==> src/rtl/pipeline_control_pkg.sv <==
// Shared types and constants for the fetch pipeline controller.
package pipeline_control_pkg;

  typedef enum logic [1:0] {
    RUN   = 2'd0,
    HOLD  = 2'd1,
    FLUSH = 2'd2
  } state_e;

  localparam logic [31:0] NOP_DEFAULT = 32'h0000_0013;

  localparam logic PC_PLUS_4 = 1'b0;
  localparam logic PC_BRANCH = 1'b1;

  localparam int unsigned FLUSH_CNT_W = 3;
  localparam int unsigned HOLD_CNT_W  = 8;
  localparam int unsigned STAT_CNT_W  = 16;

endpackage

==> src/rtl/pipeline_event_counter.sv <==
// Saturating event counter with synchronous clear and asynchronous reset.
module pipeline_event_counter #(
  parameter int unsigned WIDTH = 8
) (
  input  logic             clk_i,
  input  logic             rst_ni,
  input  logic             clr_i,
  input  logic             inc_i,
  output logic [WIDTH-1:0] count_o
);

  logic [WIDTH-1:0] count_q, count_d;

  always_comb begin
    count_d = count_q;
    if (clr_i) begin
      count_d = '0;
    end else if (inc_i && (count_q != {WIDTH{1'b1}})) begin
      count_d = count_q + WIDTH'(1);
    end
  end

  always_ff @(posedge clk_i or negedge rst_ni) begin
    if (!rst_ni) begin
      count_q <= '0;
    end else begin
      count_q <= count_d;
    end
  end

  assign count_o = count_q;

endmodule

==> src/rtl/fetch_pipeline_controller.sv <==
// Turns hold/redirect requests into PC control and the IF/ID register.
// Optional statistics counters are built when PIPELINE_STATS_EN is defined.
module fetch_pipeline_controller
  import pipeline_control_pkg::*;
#(
  parameter int unsigned           DATA_WIDTH      = 32,
  parameter int unsigned           FLUSH_CYCLES    = 1,
  parameter int unsigned           MAX_HOLD_CYCLES = 15,
  parameter logic [DATA_WIDTH-1:0] NOP_INSTRUCTION = DATA_WIDTH'(NOP_DEFAULT)
) (
  input  logic                  clock,
  input  logic                  reset_n,
  input  logic                  stall,
  input  logic                  branch_taken,
  input  logic [DATA_WIDTH-1:0] branch_target,
  input  logic [DATA_WIDTH-1:0] fetch_pc,
  input  logic [DATA_WIDTH-1:0] fetch_instruction,
  output logic                  pc_write_enable,
  output logic                  next_pc_select,
  output logic                  id_ex_bubble,
  output logic [DATA_WIDTH-1:0] if_id_pc,
  output logic [DATA_WIDTH-1:0] if_id_instruction,
  output logic                  if_id_valid,
  output logic                  hold_timeout,
  output logic [15:0]           stall_cycle_count,
  output logic [15:0]           flush_count
);

  state_e                  state_q, state_d;
  logic [FLUSH_CNT_W-1:0]  flush_cnt_q, flush_cnt_d;
  logic [HOLD_CNT_W-1:0]   hold_cnt;
  logic [DATA_WIDTH-1:0]   if_id_pc_q, if_id_pc_d;
  logic [DATA_WIDTH-1:0]   if_id_instr_q, if_id_instr_d;
  logic                    if_id_valid_q, if_id_valid_d;
  logic                    hold_timeout_q, hold_timeout_d;
  logic                    pc_we_c, pc_sel_c, bubble_c;
  logic                    hold_path, run_path;

  // branch_taken has priority over hold; FLUSH ignores stall
  always_comb begin
    state_d       = state_q;
    flush_cnt_d   = flush_cnt_q;
    if_id_pc_d    = if_id_pc_q;
    if_id_instr_d = if_id_instr_q;
    if_id_valid_d = if_id_valid_q;
    pc_we_c       = 1'b1;
    pc_sel_c      = PC_PLUS_4;
    bubble_c      = 1'b0;
    hold_path     = 1'b0;
    run_path      = 1'b0;
    if (branch_taken) begin
      pc_sel_c      = PC_BRANCH;
      if_id_instr_d = NOP_INSTRUCTION;
      if_id_valid_d = 1'b0;
      if (FLUSH_CYCLES <= 1) begin
        state_d     = RUN;
        flush_cnt_d = '0;
      end else begin
        state_d     = FLUSH;
        flush_cnt_d = FLUSH_CNT_W'(FLUSH_CYCLES - 1);
      end
    end else if (state_q == FLUSH) begin
      if_id_instr_d = NOP_INSTRUCTION;
      if_id_valid_d = 1'b0;
      if (flush_cnt_q <= FLUSH_CNT_W'(1)) begin
        state_d     = RUN;
        flush_cnt_d = '0;
      end else begin
        flush_cnt_d = flush_cnt_q - FLUSH_CNT_W'(1);
      end
    end else if (!stall) begin
      pc_we_c   = 1'b0;
      bubble_c  = 1'b1;
      hold_path = 1'b1;
      state_d   = HOLD;
    end else begin
      run_path      = 1'b1;
      state_d       = RUN;
      if_id_pc_d    = fetch_pc;
      if_id_instr_d = fetch_instruction;
      if_id_valid_d = 1'b1;
    end
  end

  assign hold_timeout_d = hold_timeout_q |
                          (hold_path && (hold_cnt == HOLD_CNT_W'(MAX_HOLD_CYCLES - 1)));

  always_ff @(posedge clock or negedge reset_n) begin
    if (!reset_n) begin
      state_q        <= RUN;
      flush_cnt_q    <= '0;
      if_id_pc_q     <= '0;
      if_id_instr_q  <= NOP_INSTRUCTION;
      if_id_valid_q  <= 1'b0;
      hold_timeout_q <= 1'b0;
    end else begin
      state_q        <= state_d;
      flush_cnt_q    <= flush_cnt_d;
      if_id_pc_q     <= if_id_pc_d;
      if_id_instr_q  <= if_id_instr_d;
      if_id_valid_q  <= if_id_valid_d;
      hold_timeout_q <= hold_timeout_d;
    end
  end

  pipeline_event_counter #(.WIDTH(HOLD_CNT_W)) u_hold_cnt (
    .clk_i   (clock),
    .rst_ni  (reset_n),
    .clr_i   (run_path),
    .inc_i   (hold_path),
    .count_o (hold_cnt)
  );

`ifdef PIPELINE_STATS_EN
  pipeline_event_counter #(.WIDTH(STAT_CNT_W)) u_stall_stat (
    .clk_i   (clock),
    .rst_ni  (reset_n),
    .clr_i   (1'b0),
    .inc_i   (hold_path),
    .count_o (stall_cycle_count)
  );

  pipeline_event_counter #(.WIDTH(STAT_CNT_W)) u_flush_stat (
    .clk_i   (clock),
    .rst_ni  (reset_n),
    .clr_i   (1'b0),
    .inc_i   (branch_taken),
    .count_o (flush_count)
  );
`else
  assign stall_cycle_count = '0;
  assign flush_count       = '0;
`endif

  // Control outputs fall back to plain sequential fetch while in reset
  assign pc_write_enable   = reset_n ? pc_we_c  : 1'b1;
  assign next_pc_select    = reset_n ? pc_sel_c : PC_PLUS_4;
  assign id_ex_bubble      = reset_n ? bubble_c : 1'b0;
  assign if_id_pc          = if_id_pc_q;
  assign if_id_instruction = if_id_instr_q;
  assign if_id_valid       = if_id_valid_q;
  assign hold_timeout      = hold_timeout_q;

endmodule

==> config.mk <==
export PLATFORM = sky130hd
export DESIGN_NAME = fetch_pipeline_controller
export DESIGN_NICKNAME = d
export VERILOG_FILES = /design/src/rtl/pipeline_control_pkg.sv /design/src/rtl/pipeline_event_counter.sv /design/src/rtl/fetch_pipeline_controller.sv
export SDC_FILE = /design/constraint.sdc
export NUM_CORES = 1
export LEC_CHECK = 0
export BUFFER_PORTS_ARGS = -buffer_cell sky130_fd_sc_hd__buf_2
export CORE_MARGIN = 3
export CORE_UTILIZATION = 47
export CTS_CLUSTER_SIZE = 12
export DETAILED_ROUTE_END_ITERATION = 16
export MAX_ROUTING_LAYER = met4
export PLACE_DENSITY_LB_ADDON = 0.2
export SLEW_MARGIN = 5
export SYNTH_ARGS = -nofsm -noshare
export SYNTH_HDL_FRONTEND = slang
export SYNTH_SLANG_ARGS = --single-unit
export TNS_END_PERCENT = 50
==> constraint.sdc <==
create_clock -name clock -period 3.65 [get_ports clock]
set_clock_uncertainty 0.2 [all_clocks]
set_input_delay 0.1825 -clock clock [delete_from_list [all_inputs] [get_ports clock]]
set_output_delay 0.1825 -clock clock [all_outputs]
set_load 0.01 [all_outputs]
# Word level (Yosys, flattened, before mapping)
# Cells that the tools add are included.
[totals]
register_bits = 79
in_bits = 100
out_inout_bits = 101
[op_classes]
n_addsub = 2
n_lt_le_gt_ge = 1
eq_ne = 4
muxes = 27
bitwise_logic = 3
n_reduce_logical = 6
[ops]
columns = ["cell", "n"]
rows = [
  ["$mux W32", 3],
  ["$mux W1", 16],
  ["$mux W8", 2],
  ["$mux W3", 3],
  ["$add A8 B1 Y8 const B", 1],
  ["$eq A8 B4 Y1 const B", 1],
  ["$ne A8 B8 Y1 const B", 1],
  ["$mux W2", 3],
  ["$reduce_bool A2 Y1", 2],
  ["$le A3 B1 Y1 const B", 1],
  ["$ne A3 B2 Y1 const B", 1],
  ["$reduce_and A3 Y1", 1],
  ["$reduce_bool A3 Y1", 1],
  ["$sub A3 B1 Y3 const B", 1],
  ["$eq A2 B2 Y1 const B", 1],
  ["$logic_and A1 B1 Y1", 2],
  ["$not A1 Y1", 2],
  ["$or A1 B1 Y1", 1],
]

# Depth between registers and ports, before layout
# Gate-level depths: netlist of the first run.
[depth]
depth_word = 6
depth_mapped = 5
mapped_depth_nobuf = 4

# Modules after synthesis
# A second synthesis of the first run with hierarchy kept.
[hier_totals]
hier_cells = 266
hier_area_um2 = 3455.8
[by_module_without_submodules]
columns = ["mod", "n_inst", "cells_per_inst", "area_each_um2"]
rows = [
  ["fetch_pipeline_controller", 1, 217, 2991.6],
  ["pipeline_event_counter", 1, 49, 464.2],
]

# Worst setup path before layout of the first run
# OpenSTA, ideal clock, no wires.
[synth_path]
path_kind = "register -> register"
start = "register u_hold_cnt.count_q[0], in the netlist u_hold_cnt.count_o[0]"
end = "register u_hold_cnt.count_q[0], in the netlist u_hold_cnt.count_o[0]"
setup_ns = 0.101
t_arrival_ns = 1.328
required_ns = 3.349
slack_ns = 2.021
stages_incl_launch_ff = 6
synth_period_minus_slack_ns = 1.629
path_cell_list = "dfrtp_1 > ha_1 > and3_1 > clkbuf_1 > a21o_1 > o311ai_2"
[synth_via]
elab_chain_cells = 3
[synth_lines]
columns = ["item", "line", "source"]
rows = [
  ["from (decl)", "pipeline_event_counter.sv:12", "logic [WIDTH-1:0] count_q, count_d;"],
  ["from (signal assigned)", "pipeline_event_counter.sv:27", "count_q <= count_d;"],
  ["$add A8 B1 Y8 or $ne A8 B8 Y1 (tied branches)", "pipeline_event_counter.sv:19, pipeline_event_counter.sv:18", ""],
  ["$mux W8 or $logic_and A1 B1 Y1 (tied branches)", "pipeline_event_counter.sv:18", "end else if (inc_i && (count_q != {WIDTH{1'b1}})) begin"],
  ["$mux W8 or $reduce_bool A2 Y1 (tied branches)", "-", ""],
]
# Several ways; a longest one is shown, not always the timed one. The select of a mux whose other input is x is not followed.
# A chain may end at the register's enable or synchronous reset.

# Worst setup path after layout of the first run
[layout_path]
start = "input port stall"
end = "register if_id_pc_q[26], in the netlist if_id_pc[26]"
[layout_via]
elab_chain_cells = 1
[layout_lines]
columns = ["item", "line", "source"]
rows = [
  ["from (decl)", "fetch_pipeline_controller.sv:13", "input logic stall,"],
  ["$reduce_and A3 Y1 (no line)", "-", ""],
  ["to (signal assigned)", "fetch_pipeline_controller.sv:99", "if_id_pc_q <= if_id_pc_d;"],
  ["to (decl)", "fetch_pipeline_controller.sv:32", "logic [DATA_WIDTH-1:0] if_id_pc_q, if_id_pc_d;"],
]
# Every way passes these cells.

==> results of run 1 <==
-- metrics by stage --
stage	power (mW)	area [um^2]	utilization (%)	instances	hold WS, ns
6_report	2.07	4820	70.6	566	0.121
5_1_grt	2.17	4820	70.6	566	0.157
4_1_cts	2.08	4820	70.6	566	0.134
3_5_place_dp	1.27	3930	57.5	485	-0.0349
3_3_place_gp	1.27	3930	57.5	485	-0.0408
2_1_floorplan	1.15	3440	-	297	-0.313
-- worst max-delay path by stage --
stage / start / to / slack [ns]
4_1_cts: stall / id_ex_bubble / 1.53
3_3_place_gp: branch_taken / if_id_pc[30] / 1.46
5_1_grt: stall / id_ex_bubble / 1.40
2_1_floorplan: u_hold_cnt.count_o[0] / u_hold_cnt.count_o[0] / 2.02
3_5_place_dp: branch_taken / if_id_pc[29] / 1.45
6_report: stall / if_id_pc[26] / 1.54
-- power by group through the flow --
| stage | Sequential (mW) | Combinational (mW) | Clock, mW |
|---|---|---|---|
| detailed placement | 0.954 | 0.321 | 0 |
| global placement | 0.951 | 0.315 | 0 |
| CTS | 0.941 | 0.377 | 0.762 |
| global route | 0.953 | 0.412 | 0.802 |
| floorplan | 0.991 | 0.160 | 0 |
| finish | 0.944 | 0.378 | 0.745 |
-- worst max-delay path: cells and delay by family --
kind                   cells  cell delay, ns
muxes                      1            0.43
buffers and inverters      3            0.72
and+or+nand+nor            1            0.77
-- timing repair --
action	4_1_cts	5_1_grt
buffers inserted	0	0
hold endpoints to repair	98	0
resized for setup	0	0
hold buffers	66	0
-- per-layer routing --
metal | vias up | part of all wire, % | GRT usage (%) | routed length, um
met5 | - | 0 | - | 0
met4 | 0 | 1.4 | 6.25 | 117
met3 | 13 | 5.8 | 4.85 | 477
met2 | 99 | 52 | 36.5 | 4260
met1 | 1274 | 41 | 24.9 | 3350
li1 | 1252 | - | - | -
-- registers in the layout, indices dropped and copies added, names as in the netlist --
signal	cells
if_id_instruction	32
if_id_pc	32
u_hold_cnt.count_o	8
hold_timeout	1
if_id_valid	1
-- kinds of logic after synthesis --
| kind of cell | count (synthesis) |
|---|---|
| AO/OA/AOI/OAI | 16 |
| multiplexers | 64 |
| other | 1 |
| flip-flops | 74 |
| adder cells (fa/ha/maj) | 2 |
| AND/OR/NAND/NOR | 58 |
| buffers and inverters | 51 |
-- cell usage in the layout, fill, tap and decap left out, types with 2 or more instances in the layout --
| cell type | synthesis | layout |
|---|---|---|
| buf_2 | 3 | 135 |
| o311ai_2 | 2 | 2 |
| a21oi_1 | 2 | 2 |
| dfstp_2 | 3 | 3 |
| mux2i_1 | 32 | 32 |
| bufinv_16 | 0 | 3 |
| mux2_1 | 4 | 4 |
| inv_1 | 4 | 4 |
| nand4_1 | 3 | 3 |
| conb_1 | 1 | 32 |
| nand2_1 | 8 | 8 |
| and4_1 | 2 | 2 |
| dlygate4sd3_1 | 0 | 66 |
| buf_4 | 39 | 3 |
| nor3_1 | 3 | 3 |
| ha_1 | 2 | 2 |
| dfrtp_1 | 71 | 71 |
| clkbuf_8 | 0 | 9 |
| nor2_1 | 34 | 34 |
| mux2_2 | 28 | 28 |
-- area by class of cell --
type | instances | share of cell area [%]
clock buffer | 10 | 2.65
clock inverter | 5 | 2.15
inverter | 5 | 0.389
multi-input combinational | 172 | 25.7
sequential | 74 | 38.5
tap | 96 | 2.49
timing repair buffer | 204 | 28.2
==> impl_results.md, run 1 <==
* Status: finished clean
* Total gr overflow at 0
* Skew-Pair Late Insertion Delay at approximately 0.33 ns
* Register area share after synthesis at between 50% and 60%
* Fmax at between 400 and 500 MHz
* CP cell instances: dlygate4sd3_1 > buf_2 > inv_2 > nor2_4 > mux2_2
* Chip width at 90.0 um
* Worst-path fanout max at 36
* Core Area at between 6000 and 7000 um^2
* Setup Viol. Count Final at 0
* Total Wirelength at about 8200 um
* Reg-to-reg slack, setup at about 2.0 ns
* Synth area leaders: dfrtp_1 (54%), mux2i_1 (9.6%), mux2_2 (9.5%), buf_4 (8.8%), nor2_1 (3.8%)
* Crit path arrival time at around 2.1 ns
* Reg power frac at 45.7%
* Initial Utilization at between 40% and 50%
* Routed wire per std cell at 14.5 um
* P_int at 1.54 mW
* Synth top area share at between 50% and 60%
* Vias/cell at between 4 and 5
* Post-Synth Adder-Cell Area at less than 1%
* # fillers at around 500
* Flops & latches, synth at 74
* DRT Pass-1 Iters at 4
* Worst setup EP type: flop
* XOR/XNOR share of the synthesized area at 0%
* Row count at 30
* Clock power frac at 36.0%
* IO Pins at between 200 and 250
* CP startpoint kind: primary input
* Clock Pin Slew Worst Setup and Hold Paths at 0.08 ns
* Post-Synth Simple-Gate Area at between 8 and 9%
* Worst r2r src: u_hold_cnt.count_o[0]
* LEAKAGE at ~2.5 nW
* Multi-input gate area in the final layout at between 1000 and 1500 um^2
* Tot GR Track Use at 21.2%
* Post-Syn Area at 3320 um^2
* Worst-margin pin slew at 0.997 ns
* Max cap viols at 0
* Mapped Cells at between 200 and 300
* Min-Delay Path Class: primary input to async pin
* Period utilisation layout at 57.9%
* Crit Reg-Reg Endpoint: u_hold_cnt.count_o[1]
* DR vias at approximately 2600
* Port bufs at approximately 140
* Fin. max-slew vios at 0
* Die height at 90.0 um
* Switching Share at between 20 and 30%
* Critical Path RT at 3.66 ns
* PwrDens at roughly 430 nW/um^2
* Die ar. at about 8100 um^2
* Top cells by count, synth: dfrtp_1 (71), buf_4 (39), nor2_1 (34), mux2i_1 (32), mux2_2 (28)
* H-tree Lvls at 3
* Crit Path Class: primary input to flop
* Post-synthesis mux area share at 20.5%
* Final worst setup slack at 1.54 ns
* Largest area contributor in the netlist: dfrtp_1
* Largest family of logic cells by synthesized area: multiplexers
* First-pass GRT wire length at about 14000 um
* Reg2Reg Depth at 4
* Max stage delay cell, worst path: nor2_4
* Hpwl dp at a little under 5000 um
* Peak supply drop at about 350 uV
* Share of layout cells above drive strength 1 at 40.0%
* Dominant synthesized flop cell: dfrtp_1
* Count of final hold-check violations at 0
* Comb power frac at roughly 18%
* Fin nets at approximately 570
* Minimum clock period at 2.11 ns
* Ys async rst share at 100%
* Antenna violations before repair at 0
* CTS root buf: clkbuf_8
* Post-route DRC at 0
* Clk sinks at between 70 and 80
* Most frequent cell after synthesis: dfrtp_1
* Register area at 1860 um^2
* Synthesized area per cell at ~12 um^2
* CTS tree: built
* Post-synth EDFFs at 0
* Area Growth Syn to Fin at 45.3%
* Antenna Cells at 0
* CTS Buf Count at 9
* Dpl ws at 1.45 ns
* Slew HR at 33.4%
* Library cells used by synthesis at 40
* GPL Wtd Cong at 0.813
* Switching pwr at between 0.5 and 0.6 mW
* Antenna Nets Post-Route at 0
* Post-synthesis compound-gate area fraction at 4.26%
* Yosys Warn Count at 0
* Vias in the first global route at 2800
* Largest net degree at the start of global routing at 43
* Max Root-Sink Buffers at 2
* DRT iter0 DRCs at between 80 and 90
* Setup TNS at 0 ns
* Biggest cell delay along the critical path at ~0.77 ns
* Unrepaired setup endpoints after global routing: no
Power figures use the tool's default switching activity.
==> run 2: changes to the inputs <==
ABC_AREA = 1   (was default)
CORE_UTILIZATION = 43   (was 47)
clock period = 2.2 ns   (was 3.65 ns; I/O delays follow)
==> run 2 against run 1 <==
  * First-iteration DRC count rose by 100%
  * Utilization fell by 3.4 points
  * Global-route usage fell by 0.36 points
  * Routed wire length rose by 4.9%
  * Critical path type is now primary input to primary output
  * Critical endpoint is now id_ex_bubble
  * Largest power group unchanged
==> impl_results.md, run 2 <==
* Core Area at 7020 um^2 (+2.7%)
* Mapped Cells at 325 (+22%)
* Dominant synthesized flop cell: dfrtp_1
* Synth top area share at 55.1% (+1.5 points)
* Clk sinks at 74 (unchanged)
* IO Pins at 201 (unchanged)
* Minimum clock period at ~1.8 ns
* Port bufs at 136 (unchanged)
* Slew HR at 65.9% (+32 points)
* DR vias at 2904 (+10%)
* Grt peak-use layer: met2
* # fillers at 526 (+4.0%)
* Min-Delay Path Class: primary input to flop
* Max cap viols at 0 (unchanged)
* Count of final hold-check violations at 0 (unchanged)
* Initial Utilization at 46.0% (-2.6 points)
* Flops & latches, synth at 74 (unchanged)
* Synthesized area per cell at 9.93 um^2 (-20%)
* Post-CTS setup buffers at 0 (unchanged)
* Synth area leaders: dfrtp_1 (55%), nand2_1 (15%), buf_4 (8.1%), a22o_1 (7.9%), nand3_1 (2.6%)
* Largest net degree at the start of global routing at 45 (+4.7%)
* Largest area contributor in the netlist: dfrtp_1
* Post-Syn Area at 3230 um^2 (-2.8%)
* Worst-path fanout max at 16 (-56%)
* Worst r2r src: u_hold_cnt.count_o[0]
* Post-synth EDFFs at 0 (unchanged)
* Routed wire per std cell at 13.7 um (-5.7%)
* Yosys Warn Count at 0 (unchanged)
* Die ar. at 8580 um^2 (+5.8%)
* Tot GR Track Use at 20.9% (-0.36 points)
* Library cells used by synthesis at 22 (-45%)
* Met1 usage at 24.8% (-0.089 points)
* Ys async rst share at 100% (unchanged)
* HP Start: stall
* LEAKAGE at 2.64 nW (+5.3%)
* Max Root-Sink Buffers at 2 (unchanged)
* Die height at 92.6 um (+2.9%)
* Total gr overflow at 0 (unchanged)
* Crit path arrival time at 1.52 ns (-0.61 ns)
* Hpwl dp at 5400 um (+12%)
* Worst-margin pin slew at 0.512 ns (-0.485 ns)
* Final hold slack at 0.0148 ns (-0.107 ns)
* First-pass GRT wire length at 13900 um (+3.1%)
* Vias/cell at 4.62 (-0.94%)
* CTS root buf: clkbuf_8
* Status: finished clean
* Number of cells on the worst hold path at 4
* Worst setup EP type: primary output
* Antenna violations before repair at 0 (unchanged)
* Fmax at 545 MHz
* Most frequent cell after synthesis: nand2_1
* Clock Pin Slew Worst Setup and Hold Paths at 0.07 ns (about the same)
* Peak supply drop at 411 uV (+16%)
* Unrepaired setup endpoints after global routing: no
* CTS Buf Count at 9 (unchanged)
* Most frequent cells in the layout: buf_2 (135), nand2_1 (125), dfrtp_1 (71)
* Reg2Reg Depth at 6 (+2)
* Fin. max-slew vios at 0 (unchanged)
* DRT iter0 DRCs at 169 (+100%)
* Reg-to-reg slack, setup at 0.73 ns (-1.23 ns)
* Most common cell after layout, fill and taps aside: buf_2
* DRT Pass-1 Iters at 4 (unchanged)
* Worst hold endpoint: hold_timeout
* CTS tree: built
* Pwr Total at 3.19 mW (+54%)
* Period utilisation layout at 83.4%
* Fin nets at 630 (+11%)
* Post-route DRC at 0 (unchanged)
* Chip width at 92.6 um (+2.9%)
* Share of layout cells above drive strength 1 at 31.5% (-8.5 points)
* GPL Wtd Cong at 0.801 (-1.5%)
* Vias in the first global route at 3007 (+7.4%)
* Crit Path Class: primary input to primary output
* Setup Viol. Count Final at 0 (unchanged)
* Global Route met3 Usage at 4.47% (-0.39 points)
* Final Util at 67.2% (-3.4 points)
* Critical Path RT at 1.89 ns (-1.77 ns)
* PwrDens at 676 nW/um^2 (+58%)
* CP startpoint kind: primary input
* Crit Reg-Reg Endpoint: u_hold_cnt.count_o[5]
* Register area share after synthesis at 57.5% (+1.6 points)
* Top cells by count, synth: nand2_1 (125), dfrtp_1 (71), buf_4 (35), a22o_1 (29), nand3_1 (17)
* M2 GR Usage at 35.5% (-1.1 points)
* Skew-Pair Late Insertion Delay at 0.33 ns (about the same)
* Row count at 30 (unchanged)
* Total Wirelength at 8600 um (+4.9%)
* Setup TNS at 0 ns (unchanged)
* H-tree Lvls at 3 (unchanged)
* Antenna Cells at 0 (unchanged)
* Antenna Nets Post-Route at 0 (unchanged)
* Area Growth Syn to Fin at 46.1%
==> run 2: cell type report <==
type / count / area, um^2 / area share (%)
clock buffers: 12 / 145 / 3.08
clock inverters: 4 / 52.6 / 1.11
inverters: 13 / 48.8 / 1.03
multi-input cells: 224 / 1110 / 23.5
flip-flops and latches: 74 / 1860 / 39.3
well taps: 96 / 120 / 2.55
repair buffers: 206 / 1390 / 29.4
==> run 2: power breakdown <==
group | switching, mW | internal (mW) | total (mW) | leakage [nW]
sequential | 0.0698 | 1.48 | 1.55 | 0.949
combinational | 0.312 | 0.275 | 0.587 | 1.59
clock | 0.495 | 0.559 | 1.05 | 0.101
total | 0.877 | 2.31 | 3.19 | 2.64
==> run 2: cells by family (layout without fill, tap and decap cells) <==
family	Yosys count	in the layout	synth area share, %
buffers and inverters	58	235	11.8
AOI/OAI and AO/OA	35	35	9.69
other	1	32	0.116
adders and majority gates	2	2	0.775
and+or+nand+nor	155	155	20.1
DFF	74	74	57.5
==> run 2: per-layer routing <==
layer	wire, um	up-vias	share of wire, %
met1	3480	1378	40
met4	149	0	1.7
met3	446	16	5.2
met2	4530	124	53
met5	0	-	0
li1	-	1386	-
==> run 2: stage by stage <==
| stage | area (um^2) | cells | setup slack, ns |
|---|---|---|---|
| after floorplan | 3340 | 356 | 0.824 |
| after global placement | 3860 | 547 | 0.755 |
| after detailed placement | 3860 | 547 | 0.735 |
| after CTS | 4720 | 629 | 0.372 |
| after global routing | 4720 | 629 | 0.259 |
| final | 4720 | 629 | 0.366 |
==> run 2: how the worst max path moves through the flow <==
stage	startpoint	end	slack, ns
finish	branch_taken	id_ex_bubble	0.37
global route	branch_taken	id_ex_bubble	0.26
CTS	branch_taken	id_ex_bubble	0.37
detailed placement	stall	u_hold_cnt.count_o[5]	0.73
global placement	stall	u_hold_cnt.count_o[5]	0.75
floorplan	u_hold_cnt.count_o[0]	u_hold_cnt.count_o[4]	0.82
==> run 2: what timing repair did <==
item | 4_1_cts | 5_1_grt
hold endpoints to repair | 98 | 0
hold buffers | 66 | 0
endpoints found under the setup margin | 0 | 0
gates resized for setup | 0 | 0
==> run 2: worst max-delay path: stages <==
cell	delay, ns
dlygate4sd3_1	0.54
buf_2	0.16
nor2_4	0.36
nand2_1	0.15
inv_1	0.07
buf_2	0.12
